==> config.mk <==
export PLATFORM = sky130hd
export DESIGN_NAME = lut_cfg_loader
export DESIGN_NICKNAME = d
export VERILOG_FILES = /design/src/rtl/lut_cfg_loader.sv
export SDC_FILE = /design/constraint.sdc
export NUM_CORES = 1
export LEC_CHECK = 0
export ABC_CLOCK_PERIOD_IN_PS = 2300
export CORE_UTILIZATION = 50
export DETAILED_ROUTE_END_ITERATION = 8
export GPL_ROUTABILITY_DRIVEN = 0
export HOLD_SLACK_MARGIN = 0.03
export PLACE_DENSITY = 0.91
export SLEW_MARGIN = 30
export SYNTH_ARGS = -nofsm -noshare
export SYNTH_HDL_FRONTEND = slang
export SYNTH_SLANG_ARGS = --single-unit
export TNS_END_PERCENT = 5
==> constraint.sdc <==
create_clock -name cclk -period 2.3 [get_ports cclk]
set_clock_uncertainty 0.1 [all_clocks]
set_input_delay 0.345 -clock cclk [delete_from_list [all_inputs] [get_ports cclk]]
set_output_delay 0.345 -clock cclk [all_outputs]
set_load 0.02 [all_outputs]
==> src/rtl/lut_cfg_loader.sv <==
// lut_cfg_loader
// Configuration-side driver for a chain of fracturable LUTs. A serial
// bitstream (MSB first, one bit per accepted transfer) is shifted into a
// CFG_W-bit config word. Once a word is complete, the loader asserts the
// matching one-hot config enable for one cclk cycle so that LUT latches it.
// After NUM_LUTS words the loader parks in DONE until the next start.
//
// Optional feature (compile-time macro LUT_CFG_PARITY_EN): each word is
// followed by one even-parity bit. A mismatch raises err, suppresses the
// commit of this and every later LUT, and ends the sequence in DONE.
// Without the macro there is no parity state and err is tied low.
//
// Ports
//   cclk        configuration clock, rising edge
//   rst         asynchronous active-high reset
//   start       one-cycle pulse, begins a load (honoured in IDLE/DONE only)
//   bit_in      serial config bit, MSB of each word first
//   bit_valid   bit_in is valid this cycle
//   bit_ready   loader accepts a bit (transfer = bit_valid && bit_ready)
//   config_out  assembled word, shared by every LUT's config_in
//   cen_out     one-hot registered config enable, bit i targets LUT i
//   busy        high from start acceptance until DONE
//   done        sticky, high once the last LUT is committed
//   err         sticky parity error flag
module lut_cfg_loader #(
    parameter int INPUTS   = 4,
    parameter int MEM_SIZE = 2**INPUTS,
    parameter int CFG_W    = 2*MEM_SIZE+1,
    parameter int NUM_LUTS = 4
) (
    input  logic                cclk,
    input  logic                rst,
    input  logic                start,
    input  logic                bit_in,
    input  logic                bit_valid,
    output logic                bit_ready,
    output logic [CFG_W-1:0]    config_out,
    output logic [NUM_LUTS-1:0] cen_out,
    output logic                busy,
    output logic                done,
    output logic                err
);

    localparam int CNT_W = $clog2(CFG_W + 1);
    localparam int IDX_W = (NUM_LUTS > 1) ? $clog2(NUM_LUTS) : 1;

    typedef enum logic [2:0] {
        S_IDLE,
        S_SHIFT,
`ifdef LUT_CFG_PARITY_EN
        S_PARITY,
`endif
        S_COMMIT,
        S_DONE
    } state_t;

    state_t           state, nxt_state;
    logic [CNT_W-1:0] cnt;
    logic [IDX_W-1:0] idx;
    logic             last_bit;
    logic             last_lut;

    assign last_bit = (cnt == CNT_W'(CFG_W - 1));
    assign last_lut = (idx == IDX_W'(NUM_LUTS - 1));

`ifdef LUT_CFG_PARITY_EN
    logic err_q;
    logic parity_ok;

    // Even parity: data bits plus the parity bit must hold an even count of ones.
    function automatic logic even_parity_ok(input logic [CFG_W-1:0] word,
                                            input logic             pbit);
        return ~(^{word, pbit});
    endfunction

    assign parity_ok = even_parity_ok(config_out, bit_in);
    assign err       = err_q;
`else
    assign err = 1'b0;
`endif

    // State register
    always_ff @(posedge cclk or posedge rst) begin
        if (rst) state <= S_IDLE;
        else     state <= nxt_state;
    end

    // Next-state and state-decoded handshake/status outputs
    always_comb begin
        nxt_state = state;
        bit_ready = 1'b0;
        busy      = 1'b0;
        done      = 1'b0;
        case (state)
            S_IDLE: begin
                if (start) nxt_state = S_SHIFT;
            end
            S_SHIFT: begin
                bit_ready = 1'b1;
                busy      = 1'b1;
                // bit_ready is constant 1 here, so bit_valid alone marks a transfer
                if (bit_valid && last_bit) begin
`ifdef LUT_CFG_PARITY_EN
                    nxt_state = S_PARITY;
`else
                    nxt_state = S_COMMIT;
`endif
                end
            end
`ifdef LUT_CFG_PARITY_EN
            S_PARITY: begin
                bit_ready = 1'b1;
                busy      = 1'b1;
                if (bit_valid) nxt_state = parity_ok ? S_COMMIT : S_DONE;
            end
`endif
            S_COMMIT: begin
                busy      = 1'b1;
                nxt_state = last_lut ? S_DONE : S_SHIFT;
            end
            S_DONE: begin
                done = 1'b1;
                if (start) nxt_state = S_SHIFT;
            end
            default: nxt_state = S_IDLE;
        endcase
    end

    // Datapath: shift register, counters, registered enable
    always_ff @(posedge cclk or posedge rst) begin
        if (rst) begin
            config_out <= '0;
            cen_out    <= '0;
            cnt        <= '0;
            idx        <= '0;
`ifdef LUT_CFG_PARITY_EN
            err_q      <= 1'b0;
`endif
        end else begin
            // Enable is registered on entry to COMMIT so it is high exactly
            // for the COMMIT cycle, while config_out is frozen.
            cen_out <= (nxt_state == S_COMMIT) ? (NUM_LUTS'(1) << idx) : '0;
            case (state)
                S_IDLE, S_DONE: begin
                    if (start) begin
                        cnt <= '0;
                        idx <= '0;
`ifdef LUT_CFG_PARITY_EN
                        err_q <= 1'b0;
`endif
                    end
                end
                S_SHIFT: begin
                    if (bit_valid) begin
                        config_out <= {config_out[CFG_W-2:0], bit_in};
                        cnt        <= cnt + CNT_W'(1);
                    end
                end
`ifdef LUT_CFG_PARITY_EN
                S_PARITY: begin
                    if (bit_valid && !parity_ok) err_q <= 1'b1;
                end
`endif
                S_COMMIT: begin
                    if (!last_lut) begin
                        idx <= idx + IDX_W'(1);
                        cnt <= '0;
                    end
                end
                default: ;
            endcase
        end
    end

endmodule

Word-level counts from Yosys, hierarchy flattened

Cells that the tools add are included.

Add/subtract/negate cells: 2
Multiply operators: 0
Div/mod/pow operators: 0
Magnitude comparators: 0
Equal/unequal tests: 9
Shifts and indexed selects: 1
Multiplexer cells: 15
Bitwise logic cells: 0
Reductions and logical operators: 9

Operators with widths:

| kind                                                                     | count |
|---|---|
| 6-bit two-way mux                                                        | 3 |
| 6-bit case mux with 3 select lines                                       | 1 |
| 3-bit by 2-bit equality test with 1-bit output (second input constant)   | 3 |
| 3-bit case mux with 3 select lines                                       | 1 |
| 6-bit by 1-bit adder with 6-bit output (second input constant)           | 1 |
| 6-bit equality test (second input constant)                              | 1 |
| 2-bit two-way mux                                                        | 3 |
| 3-bit two-way mux                                                        | 2 |
| 4-bit two-way mux                                                        | 1 |
| 2-bit inequality test (second input constant)                            | 2 |
| 2-bit case mux with 2 select lines                                       | 1 |
| 4-bit AND reduction                                                      | 1 |
| 2-bit OR reduction                                                       | 2 |
| 1-bit by 2-bit left shift with 4-bit output (first input constant)       | 1 |
| 3-bit by 1-bit equality test with 1-bit output (second input constant)   | 1 |
| 3-bit logical NOT                                                        | 1 |
| 1-bit two-way mux                                                        | 3 |
| 3-bit AND reduction                                                      | 1 |
| 3-bit nonzero test                                                       | 1 |
| 2-bit by 1-bit adder with 2-bit output (second input constant)           | 1 |
| 2-bit equality test (second input constant)                              | 1 |
| 2-bit by 1-bit inequality test with 1-bit output (second input constant) | 1 |
| 2-bit AND reduction                                                      | 1 |
| 2-bit nonzero test                                                       | 1 |
| 1-bit logical AND                                                        | 1 |

Bits in registers: 48
Latch bits: 0
Memory bits (writable): 0
Bits in read-only memories: 0
Bits of input ports: 5
Memories: 0

Logic depth before layout (Yosys ltp)

Gate-level depths: netlist of the first run.

Word-level depth: 6
Gate-level depth with buffers: 7

Worst setup path after synthesis of the first run

OpenSTA, ideal clock, no wires.

Kind: register -> register
From: register state[2]
To: register config_out[4]
Arrival: 1.640 ns
Path slack: 0.435 ns
Cell stages (with the launch flop): 7
Buffers on the path: 3
Clock period less this slack: 1.865 ns
Cells stage by stage: dfrtp_1 -> buf_2 -> nor3b_4 -> and2_1 -> buf_4 -> buf_6 -> mux2_2

Longest elaborated chain between the ends: 2

Ends and longest elaborated chain:

| what                                           | line | text |
|---|---|---|
| start: declaration                             | 57   | `state_t state, nxt_state;` |
| start signal: assignment                       | 85   | `else state <= nxt_state;` |
| 3-bit by 1-bit equality test with 1-bit output | 143  | `case (state)` |
| 2-bit AND reduction (no source line)           | --   |  |
| end signal: assignment                         | 155  | `config_out <= {config_out[CFG_W-2:0], bit_in};` |
| end: declaration                               | 37   | `output logic [CFG_W-1:0] config_out,` |

No other way between the ends.
A chain may end at the register's enable or synchronous reset.

Worst setup path after layout of the first run

From: register state[0]
To: output bit_ready

Longest elaborated chain between the ends: 2

Ends and longest elaborated chain:

| what                                           | line | text |
|---|---|---|
| 3-bit by 1-bit equality test with 1-bit output | 94   | `case (state)` |
| 1-bit two-way mux                              | 94   |  |
| end: declaration                               | 36   | `output logic bit_ready,` |

No other way between the ends.

==> metrics.yaml, run 1 <==
finalCritPeriodShare: 0.964
crit_chain: "nor3b_4 > clkdlybuf4s50_1"
crit_fanout: 11
cts_hold_buf: 0
die_x_um: 67.7
drv_cap: 0
grt_max_degree: 29
fmax_ghz: 0.451
core_area_mm2: 0.00409
peakVddDrop_v: 0.000241
insertion_delay_ns: 0.29
antenna_found_initial: 0
status: "finished, final reports clean"
cts_htree_levels: 2
cts_tree: "built"
via_per_inst: 5.27
die_y_um: 67.7
start_util: 0.528
r2r_end: "config_out[18]"
power_density_mw_per_mm2: 633
placedCellCount: 249
critPathRequiredTime_ns: 1.86
synth_edf_count: 0
cts.sinks: 48
r2r_setup_slack_ns: 0.43
yosys_warnings: 0
fp.dieArea_mm2: 0.00459
hold_viol_final: 0
yosysUniqueCellTypes: 37
detail_route.first_pass.iterations: 2
clk_pin_slew_ns: 0.08
clockRootBuffer: "clkbuf_8"
endpoint_kind: "output pin"
syn_area_per_cell_um2: 13.6
finalNonFillerCells: 257
fp-row-count: 23
final-setup-viol-count: 0
postRouteAntennaNets: 0
drt_wl_total_mm: 3.75
path_class: "flop to output pin"
syn_area_mm2: 0.00216
leakage_nw: 1.26
met1_usage: 0.213
drc: 0
grt.total_usage: 0.181
clockBufferDepth: 2
critPathArrivalTime_ns: 1.77
cts-buffers-inserted: 5
grt_use_met2: 0.319
cp_slowest_cell: "clkdlybuf4s50_1"
antenna_cells: 0
wl_per_cell_um: 14.6
tns_ns: 0
drive_above_1_share: 0.203
grt_pass1_wl_mm: 6.03
async_flop_share: 1.00
grt-ovfl-total: 0
busiest_layer: "met2"
synth-seq-area-share: 0.556
final_util: 0.665
portBuffers: 44
ios: 46
layout_min_cycle_time_ns: 2.22
syn_inst: 159
hold_ws_ns: 0.283
dp_hpwl_mm: 2.80
reg2reg_from: "state[0]"
rsz0062_at_grt: "no"
vias: 1355
ys_ff_latch: 48
grt_pass1_vias: 1292
worst_setup_path_start_kind: "flop"
drt_iter0_drc: 54
syn_to_final_growth_pct: 25.8
fillers: 314
fin_nets: 218
synth_flop_cell: "dfrtp_1"
min_path_type: "input pin to asynchronous set/reset pin"
ff2ff_path_depth: 4
maxSlewViolCount: 0
cpPeakStageDelay_ns: 0.66
met3_usage: 0.0490
routing by layer:
layer / part of all wire / up-vias
met3: 0.038 / 4
met2: 0.53 / 32
li1: - / 645
met5: 0 / -
met1: 0.43 / 674
met4: 0.0061 / 0
per-stage QoR:
step                setup slack [ns]  total power, mW  cell area [um^2]
global route                  0.0237             1.82              2720
floorplan                      0.435             1.15              2160
CTS                          0.00285             1.74              2710
finish                        0.0818             1.72              2720
global placement               0.319             1.27              2630
detailed placement             0.266             1.28              2630
layout by cell type, fill, tap and decap left out, types with 2 or more instances in the layout:
cell | netlist | layout
ha_1 | 6 | 6
o31ai_1 | 3 | 3
mux2i_1 | 2 | 2
dfrtp_1 | 48 | 45
nor2_1 | 2 | 2
mux2_2 | 19 | 19
conb_1 | 1 | 2
and3_1 | 3 | 3
nand2_1 | 7 | 7
or4_1 | 3 | 3
a21oi_1 | 3 | 3
a21boi_1 | 3 | 3
o21ba_2 | 2 | 2
dfrtp_2 | 0 | 3
nand2b_1 | 4 | 4
inv_1 | 6 | 5
clkdlybuf4s50_1 | 0 | 44
clkbuf_8 | 0 | 5
nor4b_1 | 3 | 3
and2_1 | 3 | 3
o21ai_0 | 2 | 2
mux2_1 | 14 | 14
buf_4 | 3 | 4
report_power, final:
group | leakage [nW] | internal (mW) | switching (mW) | total (mW)
combinational | 0.563 | 0.153 | 0.146 | 0.298
clock | 0.0410 | 0.207 | 0.254 | 0.461
sequential | 0.654 | 0.904 | 0.0564 | 0.960
total | 1.26 | 1.26 | 0.456 | 1.72
final cells by class:
| cell class | instances | area, um^2 | area share |
|---|---|---|---|
| multi-input cells | 97 | 858 | 0.316 |
| clock buffers | 6 | 72.6 | 0.0267 |
| flip-flops and latches | 48 | 1200 | 0.444 |
| repair buffers | 49 | 490 | 0.181 |
| well taps | 50 | 62.6 | 0.0230 |
| clock inverters | 1 | 5.00 | 0.00184 |
| inverters | 6 | 22.5 | 0.00829 |
cells in the mapped netlist (3+ instances only):
cell type / count / area (um^2)
ha_1: 6 / 75.1
and2_1: 3 / 18.8
a21oi_1: 3 / 15.0
inv_1: 6 / 22.5
mux2_2: 19 / 214
a21boi_1: 3 / 22.5
nor4b_1: 3 / 26.3
nand2_1: 7 / 26.3
or4_1: 3 / 22.5
nand2b_1: 4 / 25.0
buf_4: 3 / 22.5
mux2_1: 14 / 158
and3_1: 3 / 18.8
buf_6: 5 / 56.3
o31ai_1: 3 / 22.5
dfrtp_1: 48 / 1200
sequential cells by signal (all words and copies together) (netlist names):
name	flops
cen_out	4
config_out	33
state	3
cnt	6
idx	2
logic make-up (layout without fill, tap and decap cells):
group,count (synthesis),after routing,synth area share
other,1,2,0.00174
XOR/XNOR,1,1,0.00406
AND/OR/NAND/NOR,36,36,0.115
flip-flops,48,48,0.556
adder cells (fa/ha/maj),6,6,0.0348
AO/OA/AOI/OAI,17,17,0.0579
multiplexers,35,35,0.181
buffers and inverters,15,62,0.0492
what timing repair did:
action	4_1_cts	5_1_grt
setup endpoints to repair	2	2
setup buffers	0	1
gates resized for setup	2	2
worst max-delay path: cells and delay by family (launching register included):
kind / cells / cell delay, ns
AND/OR/NAND/NOR: 1 / 0.32
buffers and inverters: 1 / 0.66
flip-flops: 1 / 0.50
worst max-delay path by stage:
stage                     cells after the start  slack [ns]            end     start
after floorplan                               6        0.44  config_out[4]  state[2]
after global placement                        3        0.32           done  state[1]
after detailed placement                      3        0.27           done  state[1]
after CTS                                     3       0.003           done  state[2]
after global routing                          2        0.02      bit_ready  state[0]
final                                         2        0.08      bit_ready  state[0]
Note: power is estimated with default switching activity, not from simulation.
==> run 2: changes to the inputs <==
--- a/config.mk
+++ b/config.mk
@@ -15,4 +15,3 @@
 export SYNTH_ARGS = -nofsm -noshare
 export SYNTH_HDL_FRONTEND = slang
 export SYNTH_SLANG_ARGS = --single-unit
-export TNS_END_PERCENT = 5
==> constraint.sdc (replaced) <==
create_clock -name cclk -period 2.3 [get_ports cclk]
set_clock_uncertainty 0.1 [all_clocks]
set_input_delay 0.23 -clock cclk [delete_from_list [all_inputs] [get_ports cclk]]
set_output_delay 0.23 -clock cclk [all_outputs]
set_load 0.02 [all_outputs]
==> run 2 against run 1 <==
Net effect: sequential power about the same; critical path depth is the same; clock power hardly changed; sequential share of layout area is 0.28 points higher; total power shrank 0.12%; worst hold slack got worse by 0.074 ns; cell area decreased by 0.83%; critical path type unchanged; largest power group unchanged.
==> metrics.yaml, run 2 (same netlist as run 1, synthesis figures left out) <==
status: "finished, final reports clean"
dp_hpwl_mm: 2.88
syn_to_final_growth_pct: 24.7
layout_min_cycle_time_ns: 2.17
worst_setup_path_start_kind: "flop"
reg2reg_from: "state[0]"
grt.total_usage: 0.192
postPlaceCellArea_mm2: 0.00261
portBuffers: 44
final_util: 0.659
drt_wl_total_mm: 3.86
clkPwrFrac: 0.270
grt-ovfl-total: 0
fp-row-count: 23
seqPwrFrac: 0.557
layout_common_cells: "dfrtp_1, clkdlybuf4s50_1, mux2_2"
peakVddDrop_v: 0.000290
cts_setup_buffers: 0
final-setup-viol-count: 0
fin_area_mm2: 0.00269
drt_iter0_drc: 74
reg_top3: "config_out x33, cnt x6, cen_out x4"
ff2ff_path_depth: 4
cts_tree: "built"
fin_nets: 217
die_x_um: 67.7
critPathRequiredTime_ns: 1.97
insertion_delay_ns: 0.30
postRouteAntennaNets: 0
combPwrFrac: 0.173
worst_pin_slew_ns: 0.706
endpoint_kind: "output pin"
fmax_ghz: 0.460
drc: 0
clk_pin_slew_ns: 0.08
detail_route.first_pass.iterations: 4
min_path_type: "input pin to asynchronous set/reset pin"
clockBufferDepth: 2
core_area_mm2: 0.00409
drive_above_1_share: 0.189
leakage_nw: 1.25
final_common_cell: "dfrtp_1"
hold_viol_final: 0
start_util: 0.528
ios: 46
grt_pass1_vias: 1295
cts-buffers-inserted: 5
wl_per_cell_um: 15.1
switchingPower_mw: 0.457
grt_pass1_wl_mm: 6.24
rsz0062_at_grt: "no"
cts.sinks: 48
antenna_cells: 0
largest_reg_flops: 33
finalCritPeriodShare: 0.945
maxSlewViolCount: 0
crit_fanout: 11
vias: 1336
fp.dieArea_mm2: 0.00459
max_slew_margin: 0.527
cts_htree_levels: 2
clockRootBuffer: "clkbuf_8"
p_int_mw: 1.26
swShare: 0.266
power_density_mw_per_mm2: 638
tns_ns: 0
drv_cap: 0
path_class: "flop to output pin"
antenna_found_initial: 0
critPathArrivalTime_ns: 1.84
top_register: "config_out"
via_per_inst: 5.22
r2r_end: "config_out[23]"
r2r_setup_slack_ns: 0.36
cts_hold_buf: 0
die_y_um: 67.7
grt_max_degree: 29
run 2: worst max-delay path by stage:
stage               slack [ns]       from       endpoint
finish                    0.13   state[0]      bit_ready
global route              0.04   state[0]      bit_ready
CTS                       0.07   state[2]           done
detailed placement        0.34  bit_valid         cnt[2]
global placement          0.39  bit_valid     cen_out[2]
floorplan                 0.44   state[2]  config_out[4]
run 2: layout make-up:
class	count	area, um^2
fill	312	1390
sequential	48	1200
multi-input combinational	97	858
timing repair buffer	48	470
clock buffer	6	72.6
tap	50	62.6
inverter	6	22.5
clock inverter	1	5.00
run 2: worst max-delay path, cell delays in order (launching register included):
cell and delay [ns]:
dfrtp_1 0.56, nor3b_4 0.32, clkdlybuf4s50_1 0.66
run 2: timing repair:
item | CTS | global route
hold endpoints to repair | 0 | 0
resized for setup | 1 | 1
endpoints found under the setup margin | 1 | 1
run 2: per-layer routing:
metal	routed length [um]	part of all wire	global-route usage	vias to the layer above
met5	0	0	0	-
met4	69	0.018	0.0851	0
met3	185	0.048	0.0608	7
met2	1990	0.51	0.322	33
met1	1620	0.42	0.222	646
li1	-	-	-	650
run 2: power groups by stage:
| stage | Clock (mW) | Sequential (mW) | Combinational [mW] |
|---|---|---|---|
| floorplan | 0 | 1.01 | 0.138 |
| global placement | 0 | 0.970 | 0.293 |
| detailed placement | 0 | 0.975 | 0.300 |
| CTS | 0.476 | 0.958 | 0.301 |
| global route | 0.522 | 0.972 | 0.327 |
| finish | 0.463 | 0.957 | 0.297 |
run 2: through the flow:
step	setup WS, ns	hold WS [ns]	cells	power [mW]
4_1_cts	0.0658	0.223	256	1.74
5_1_grt	0.0365	0.260	256	1.82
6_report	0.128	0.208	256	1.72
2_1_floorplan	0.435	0.265	160	1.15
3_5_place_dp	0.337	0.398	249	1.28
3_3_place_gp	0.394	0.368	249	1.26
